## src/rtl/ts_sync_framer.sv

```systemverilog
// ts_sync_framer: per-channel MPEG-2 TS packet framer.
// Hunts for the sync byte at packet spacing, locks after a run of hits, flywheels through
// isolated misses and drops lock after a run of misses. While locked, every valid byte is
// forwarded one cycle later with its in-packet index and a sync pulse on packet starts.
module ts_sync_framer #(
    parameter int unsigned PKT_LEN   = 188,
    parameter logic [7:0]  SYNC_BYTE = 8'h47,
    parameter int unsigned LOCK_CNT  = 3,
    parameter int unsigned LOSS_CNT  = 3
) (
    input  logic       clk,
    input  logic       rst,
    input  logic [7:0] din,
    input  logic       din_valid,
    output logic [7:0] dout,
    output logic       dout_valid,
    output logic       sync_out,
    output logic [7:0] byte_pos,
    output logic       locked,
    output logic       sync_err
);

    localparam int unsigned GoodW = $clog2(LOCK_CNT + 1);
    localparam int unsigned BadW  = $clog2(LOSS_CNT + 1);

    // Counter values at which the next event completes lock / drops lock.
    localparam logic [GoodW-1:0] LockLast = GoodW'(LOCK_CNT - 1);
    localparam logic [BadW-1:0]  LossLast = BadW'(LOSS_CNT - 1);
    localparam logic [7:0]       PosLast  = 8'(PKT_LEN - 1);

    typedef enum logic [1:0] {
        StHunt   = 2'd0,
        StVerify = 2'd1,
        StLock   = 2'd2
    } state_e;

    state_e           state_q, state_d;
    logic [7:0]       pos_q, pos_d;
    logic [GoodW-1:0] good_q, good_d;
    logic [BadW-1:0]  bad_q, bad_d;

    logic [7:0] dout_q, dout_d;
    logic       dout_valid_q, dout_valid_d;
    logic       sync_out_q, sync_out_d;
    logic [7:0] byte_pos_q, byte_pos_d;
    logic       sync_err_q, sync_err_d;

    logic       sync_match;
    logic [7:0] pos_inc;

    // Sync comparison and wrapping position increment.
    always_comb begin
        sync_match = (din == SYNC_BYTE);
        pos_inc    = (pos_q == PosLast) ? 8'd0 : pos_q + 8'd1;
    end

    // Next-state and registered-output decode; nothing moves on bubble cycles.
    always_comb begin
        state_d      = state_q;
        pos_d        = pos_q;
        good_d       = good_q;
        bad_d        = bad_q;
        dout_d       = 8'd0;
        dout_valid_d = 1'b0;
        sync_out_d   = 1'b0;
        byte_pos_d   = 8'd0;
        sync_err_d   = 1'b0;

        if (din_valid) begin
            unique case (state_q)
                StHunt: begin
                    // Only a sync byte starts a candidate alignment; pos stays 0 otherwise.
                    if (sync_match) begin
                        pos_d  = 8'd1;
                        good_d = GoodW'(1);
                        if (LOCK_CNT == 1) begin
                            state_d      = StLock;
                            bad_d        = '0;
                            dout_d       = din;
                            dout_valid_d = 1'b1;
                            sync_out_d   = 1'b1;
                        end else begin
                            state_d = StVerify;
                        end
                    end
                end

                StVerify: begin
                    pos_d = pos_inc;
                    if (pos_q == 8'd0) begin
                        if (sync_match) begin
                            good_d = good_q + GoodW'(1);
                            if (good_q == LockLast) begin
                                state_d      = StLock;
                                bad_d        = '0;
                                dout_d       = din;
                                dout_valid_d = 1'b1;
                                sync_out_d   = 1'b1;
                            end
                        end else begin
                            // False candidate; the failing byte is not re-examined.
                            state_d = StHunt;
                            good_d  = '0;
                            pos_d   = 8'd0;
                        end
                    end
                end

                StLock: begin
                    pos_d        = pos_inc;
                    dout_d       = din;
                    dout_valid_d = 1'b1;
                    byte_pos_d   = pos_q;
                    if (pos_q == 8'd0) begin
                        if (sync_match) begin
                            sync_out_d = 1'b1;
                            bad_d      = '0;
                        end else if (bad_q == LossLast) begin
                            // Loss of lock: this byte is not forwarded.
                            state_d      = StHunt;
                            good_d       = '0;
                            bad_d        = '0;
                            pos_d        = 8'd0;
                            dout_d       = 8'd0;
                            dout_valid_d = 1'b0;
                            sync_err_d   = 1'b1;
                        end else begin
                            // Flywheel: keep the expected framing and flag the miss.
                            bad_d      = bad_q + BadW'(1);
                            sync_out_d = 1'b1;
                            sync_err_d = 1'b1;
                        end
                    end
                end

                default: begin
                    state_d = StHunt;
                    pos_d   = 8'd0;
                    good_d  = '0;
                    bad_d   = '0;
                end
            endcase
        end
    end

    // State, counters and output registers.
    always_ff @(posedge clk or posedge rst) begin
        if (rst) begin
            state_q      <= StHunt;
            pos_q        <= 8'd0;
            good_q       <= '0;
            bad_q        <= '0;
            dout_q       <= 8'd0;
            dout_valid_q <= 1'b0;
            sync_out_q   <= 1'b0;
            byte_pos_q   <= 8'd0;
            sync_err_q   <= 1'b0;
        end else begin
            state_q      <= state_d;
            pos_q        <= pos_d;
            good_q       <= good_d;
            bad_q        <= bad_d;
            dout_q       <= dout_d;
            dout_valid_q <= dout_valid_d;
            sync_out_q   <= sync_out_d;
            byte_pos_q   <= byte_pos_d;
            sync_err_q   <= sync_err_d;
        end
    end

    assign dout       = dout_q;
    assign dout_valid = dout_valid_q;
    assign sync_out   = sync_out_q;
    assign byte_pos   = byte_pos_q;
    assign sync_err   = sync_err_q;
    assign locked     = (state_q == StLock);

endmodule

```

## config.mk

```make
export PLATFORM = sky130hd
export DESIGN_NAME = ts_sync_framer
export DESIGN_NICKNAME = d
export VERILOG_FILES = /design/src/rtl/ts_sync_framer.sv
export SDC_FILE = /design/constraint.sdc
export NUM_CORES = 1
export LEC_CHECK = 0
export ABC_AREA = 0
export ABC_CLOCK_PERIOD_IN_PS = 5200
export CAP_MARGIN = 20
export CORE_ASPECT_RATIO = 1.2
export CORE_MARGIN = 4
export CORE_UTILIZATION = 55
export DETAILED_ROUTE_END_ITERATION = 10
export MAX_ROUTING_LAYER = met4
export PLACE_DENSITY = 0.91
export SETUP_SLACK_MARGIN = 0.5
export SKIP_LAST_GASP = 1
export SLEW_MARGIN = 0
export SYNTH_ARGS = -nofsm -noshare
export SYNTH_HDL_FRONTEND = slang
export SYNTH_SLANG_ARGS = --single-unit
```

## constraint.sdc

```tcl
create_clock -name clk -period 5.2 [get_ports clk]
set_clock_uncertainty 0.1 [all_clocks]
set_input_delay 0.78 -clock clk [delete_from_list [all_inputs] [get_ports clk]]
set_output_delay 0.78 -clock clk [all_outputs]
set_load 0.05 [all_outputs]
```

# ---- Word level (Yosys, flattened, before mapping)
# Index checks and enable logic that the tools add are counted.
dict set report op_classes {
  div_mod_pow 0
  eq_ne 14
  n_mux 51
  reduce_logical 6
  addsub 3
  magnitude_cmp 0
  shift 0
  bitwise 1
  n_mul 0
}
# cell count
set ops {}
lappend ops {{$mux 8} 16}
lappend ops {{$mux 2} 15}
lappend ops {{$pmux 8 s3} 1}
lappend ops {{$pmux 2 s3} 3}
lappend ops {{$pmux 8 s2} 1}
lappend ops {{$mux 1} 13}
lappend ops {{$reduce_and 6->1} 2}
lappend ops {{$ne 2x2->1 const B} 5}
lappend ops {{$add 8x1->8 const B} 1}
lappend ops {{$eq 8x7->1 const B} 1}
lappend ops {{$eq 8x8->1 const B} 1}
lappend ops {{$logic_not 8->1} 1}
lappend ops {{$reduce_and 7->1} 1}
lappend ops {{$eq 2x2->1 const B} 3}
lappend ops {{$add 2x1->2 const B} 2}
lappend ops {{$ne 2x1->1 const B} 2}
lappend ops {{$pmux 1 s2} 2}
lappend ops {{$ne 3x3->1 const B} 1}
lappend ops {{$eq 2x1->1 const B} 1}
lappend ops {{$logic_not 2->1} 1}
lappend ops {{$reduce_and 2->1} 1}
lappend ops {{$not 1->1} 1}
dict set report word_totals {
  inputBits 11
  memories 0
  wordCells 84
  romBits 0
  ram_bits 0
  latch_bits 0
  register_bits 33
  out_inout_bits 20
}

# ---- Longest topological paths before layout
dict set report depth {
  ltp_word 6
  depth_mapped 7
  ltp_nobuf 7
}

# ---- Worst setup path before layout
# OpenSTA, ideal clock, no wires.
dict set report synth_timing {
  kind {in2reg}
  start {in din[7]}
  end {reg bad_q[0]}
  arrival_ns 2.084
  required_time_ns 4.972
  setup_ns 0.128
  setup_slack_ns 2.889
  cell_stages 5
  path_buffers 0
  cell_sequence {nand2b_1 -> nor4_4 -> nand3_1 -> a221o_1 -> mux2_1}
}
dict set report synth_between {
  elab_chain_len 4
  word_cells_on_any_way 6
  classes_between {2 x eq/ne; 3 x mux; 1 x reduce/logical}
}
# item line_no
set synth_lines {}
lappend synth_lines {{start, declared} 13} ;# input logic [7:0] din,
lappend synth_lines {{$eq 8x7->1 *} 53} ;# sync_match = (din == SYNC_BYTE);
lappend synth_lines {{$mux 2} 115} ;# if (sync_match) begin
lappend synth_lines {{$mux 2} 114} ;# if (pos_q == 8'd0) begin
lappend synth_lines {{$pmux 2 s3} 70} ;# unique case (state_q)
lappend synth_lines {{end signal, assigned} 152} ;# bad_q <= '0;
lappend synth_lines {{end signal, assigned} 162} ;# bad_q <= bad_d;
lappend synth_lines {{end, declared} 40} ;# logic [BadW-1:0] bad_q, bad_d;
# Mark *: on every way between the ends. The rest lies on a longest branch, timed or not. The select of a mux whose other input is x is not followed.
# A chain may end at the register's enable or synchronous reset.

# ---- Final worst setup path
dict set report layout_timing {
  start {reg state_q[0]}
  end {out locked}
}
dict set report layout_between {
  elab_chain_len 1
}
# item line_no
set layout_lines {}
lappend layout_lines {{start, declared} 37} ;# state_e state_q, state_d;
lappend layout_lines {{start signal, assigned} 149} ;# state_q <= StHunt;
lappend layout_lines {{start signal, assigned} 159} ;# state_q <= state_d;
lappend layout_lines {{$eq 2x2->1} 176} ;# assign locked = (state_q == StLock);
lappend layout_lines {{end, declared} 19} ;# output logic locked,
# Every way passes these cells.

==> flow_summary.toml <==
[timing]
maxSlewViolCount = 0
finalSetupViolCount = 0
tightest_slew_ps = 834.3
slew_headroom_pct = 43.96
rsz0062_at_grt = "false"
finalHoldViolations = 0
fmax_mhz = 316.0
period_needed_ps = 3164
fin_ws_ps = 2036
whs_ps = 458.7
finalCritPeriodShare_pct = 60.85
tns_ps = 0

[routing]
routed_via_density = 5.849
wirelength_microns = 3516
drt_first_pass_iters = 4
drt_iter0_markers = 31
wire_per_inst_microns = 16.05
via_count = 1281
route.detailed.drc = 0
antenna_left = 0

[grt]
grt_max_degree = 34
grt_pass1_vias = 1290
grt_usage_pct = 20.81
grt_antenna_before_repair = 0
grt_overflow = 0
grt_pass1_wl_microns = 5899

[cts]
cts.sinks = 33
ctsResizeCount = 0
root_buffer = "clkbuf_4"
cts_inserted_buffers = 5
post_cts_buffers = 0
cts_tree = "done"
clk_path_buf_depth = 2
insertion_delay_ps = 340
path_clk_slew_ps = 100
ctsHtreeMaxLevel = 2
postCtsHoldBufs = 0

[job]
drv_cap = 0

[pwr]
power_mw = 0.6920
p_per_area_mw_per_mm2 = 334.4
p_leak_nw = 0.9679
irDropWorstVdd_mv = 0.2772

[critical_path]
critPathLaunch = "state_q[0]"
critPathKind = "reg -> out"
reg2reg_slack_ps = 2890
crit_path_cell_trace = "inv_1 -> ha_1 -> clkdlybuf4s50_1"
cp-endpoint = "locked"
arrival_ps = 2280
critPathCaptureType = "output pin"
worstSetupPathDepth = 3
startpoint_type = "flop"
cp_slowest_cell = "clkdlybuf4s50_1"
required_ps = 4320
reg2reg_from = "state_q[0]"
cpLargestDelayFamily = "buffers and inverters"
rr_endpoint = "pos_q[7]"
path_buf_inv = 2
crit_path_max_incr_delay_ps = 910
path_max_fanout = 17
reg2regPathDepth = 7

[finish]
fin_area_sq_mm = 0.002069
fillCellCount = 180
layout.nets = 202
areaGrowthSynthToFinish_pct = 25.11
antennaDiodeCount = 0
fin_util_pct = 72.93
instances_no_fill = 219
drive_above_1_share_pct = 10.81

[yosys]
yosys-top-cells-area = "dfrtp_1 50%, ha_1 5.3%, a22o_1 3.2%, and3_1 3.0%, inv_1 3.0%"
synthesis.nets = 168
synth_cells = 150
synth_most_common_cell = "dfrtp_1"
synth-seq-area-share_pct = 49.92
yosysTopAreaCellShare_pct = 49.92
yosys_warnings = 0
synthFlopType = "dfrtp_1"
synth_area_per_cell_sq_um = 11.03
ys_async_sr_fraction_pct = 100.0
ys_ff_latch = 33
ys_top_cells_by_count = "33 x dfrtp_1, 13 x inv_1, 12 x nor2_1, 9 x nand2_1, 8 x and3_1"
synth_edf_count = 0
syn-cell-area_sq_mm = 0.001654
yosysTopAreaCell = "dfrtp_1"
ys_types = 46

[min_path]
hold_class = "reg -> reg"
hold_depth = 1

[floorplanning]
die_w_microns = 58.06
initial_core_util_pct = 58.29
die_h_microns = 68.08
num_io_pins = 31
num_rows = 21
die_area_sq_mm = 0.003952
coreArea_sq_mm = 0.002838

[place]
gp_congestion = 0.8465
io_buffers = 30
hpwlAfterDp_microns = 2679
pre_cts_ws_ps = 1891
dp.cells = 211
placed_area_sq_mm = 0.001984

[status]
status = "finished, final reports clean"
## power breakdown
group	total [mW]	switching, mW	internal, mW
combinational	0.204	0.125	0.0787
sequential	0.289	0.0161	0.273
clock	0.199	0.0841	0.115
total	0.692	0.225	0.466
## worst min path at each step
stage,from,to
5_1_grt,good_q[1],good_q[1]
3_5_place_dp,good_q[1],good_q[1]
2_1_floorplan,good_q[1],good_q[1]
4_1_cts,good_q[1],good_q[1]
3_3_place_gp,good_q[1],good_q[1]
6_report,good_q[1],good_q[1]
## placed cells by master (no fill, tap or decap), types with 2 or more instances in the layout
cell type,count
clkbuf_4,5
nor2b_1,2
and3_1,8
mux2_1,2
and2_1,4
mux2_4,2
nor4_4,2
o21ai_0,3
dfrtp_1,33
inv_1,13
clkdlybuf4s50_1,30
nand2_1,9
ha_1,7
o21a_1,3
nand3_1,3
nor3_1,4
a21oi_1,2
a22o_1,6
nor2_1,12
o21ai_1,6
## logic make-up after synthesis
logic type               synth area share [%]
adder cells (fa/ha/maj)                 5.295
flip-flops                              49.92
buffers and inverters                   4.161
AO/OA/AOI/OAI                           16.34
AND/OR/NAND/NOR                         20.50
multiplexers                            3.782
## metal layers
| metal | vias to the layer above | track usage [%] | wire length [microns] |
|---|---|---|---|
| li1 | 607 | - | - |
| met1 | 624 | 22.20 | 1420 |
| met2 | 40 | 36.58 | 1809 |
| met3 | 10 | 5.283 | 197 |
| met4 | 0 | 8.986 | 89 |
| met5 | - | - | 0 |
## final cells by class
cell class	count	area, sq um	share of cell area (%)
Tap cell	34	42.54	2.056
Clock buffer	7	55.05	2.660
Inverter	13	48.80	2.358
Timing Repair Buffer	31	307.8	14.87
Sequential cell	33	825.8	39.90
Multi-Input combinational cell	100	759.5	36.70
Clock inverter	1	30.03	1.451
## sequential cells by signal (all words and copies together), names as in the netlist
register / flops
dout: 8
state_q: 2
good_q: 2
dout_valid: 1
bad_q: 2
pos_q: 8
byte_pos: 8
sync_out: 1
sync_err: 1
(Power assumes the default switching activity.)
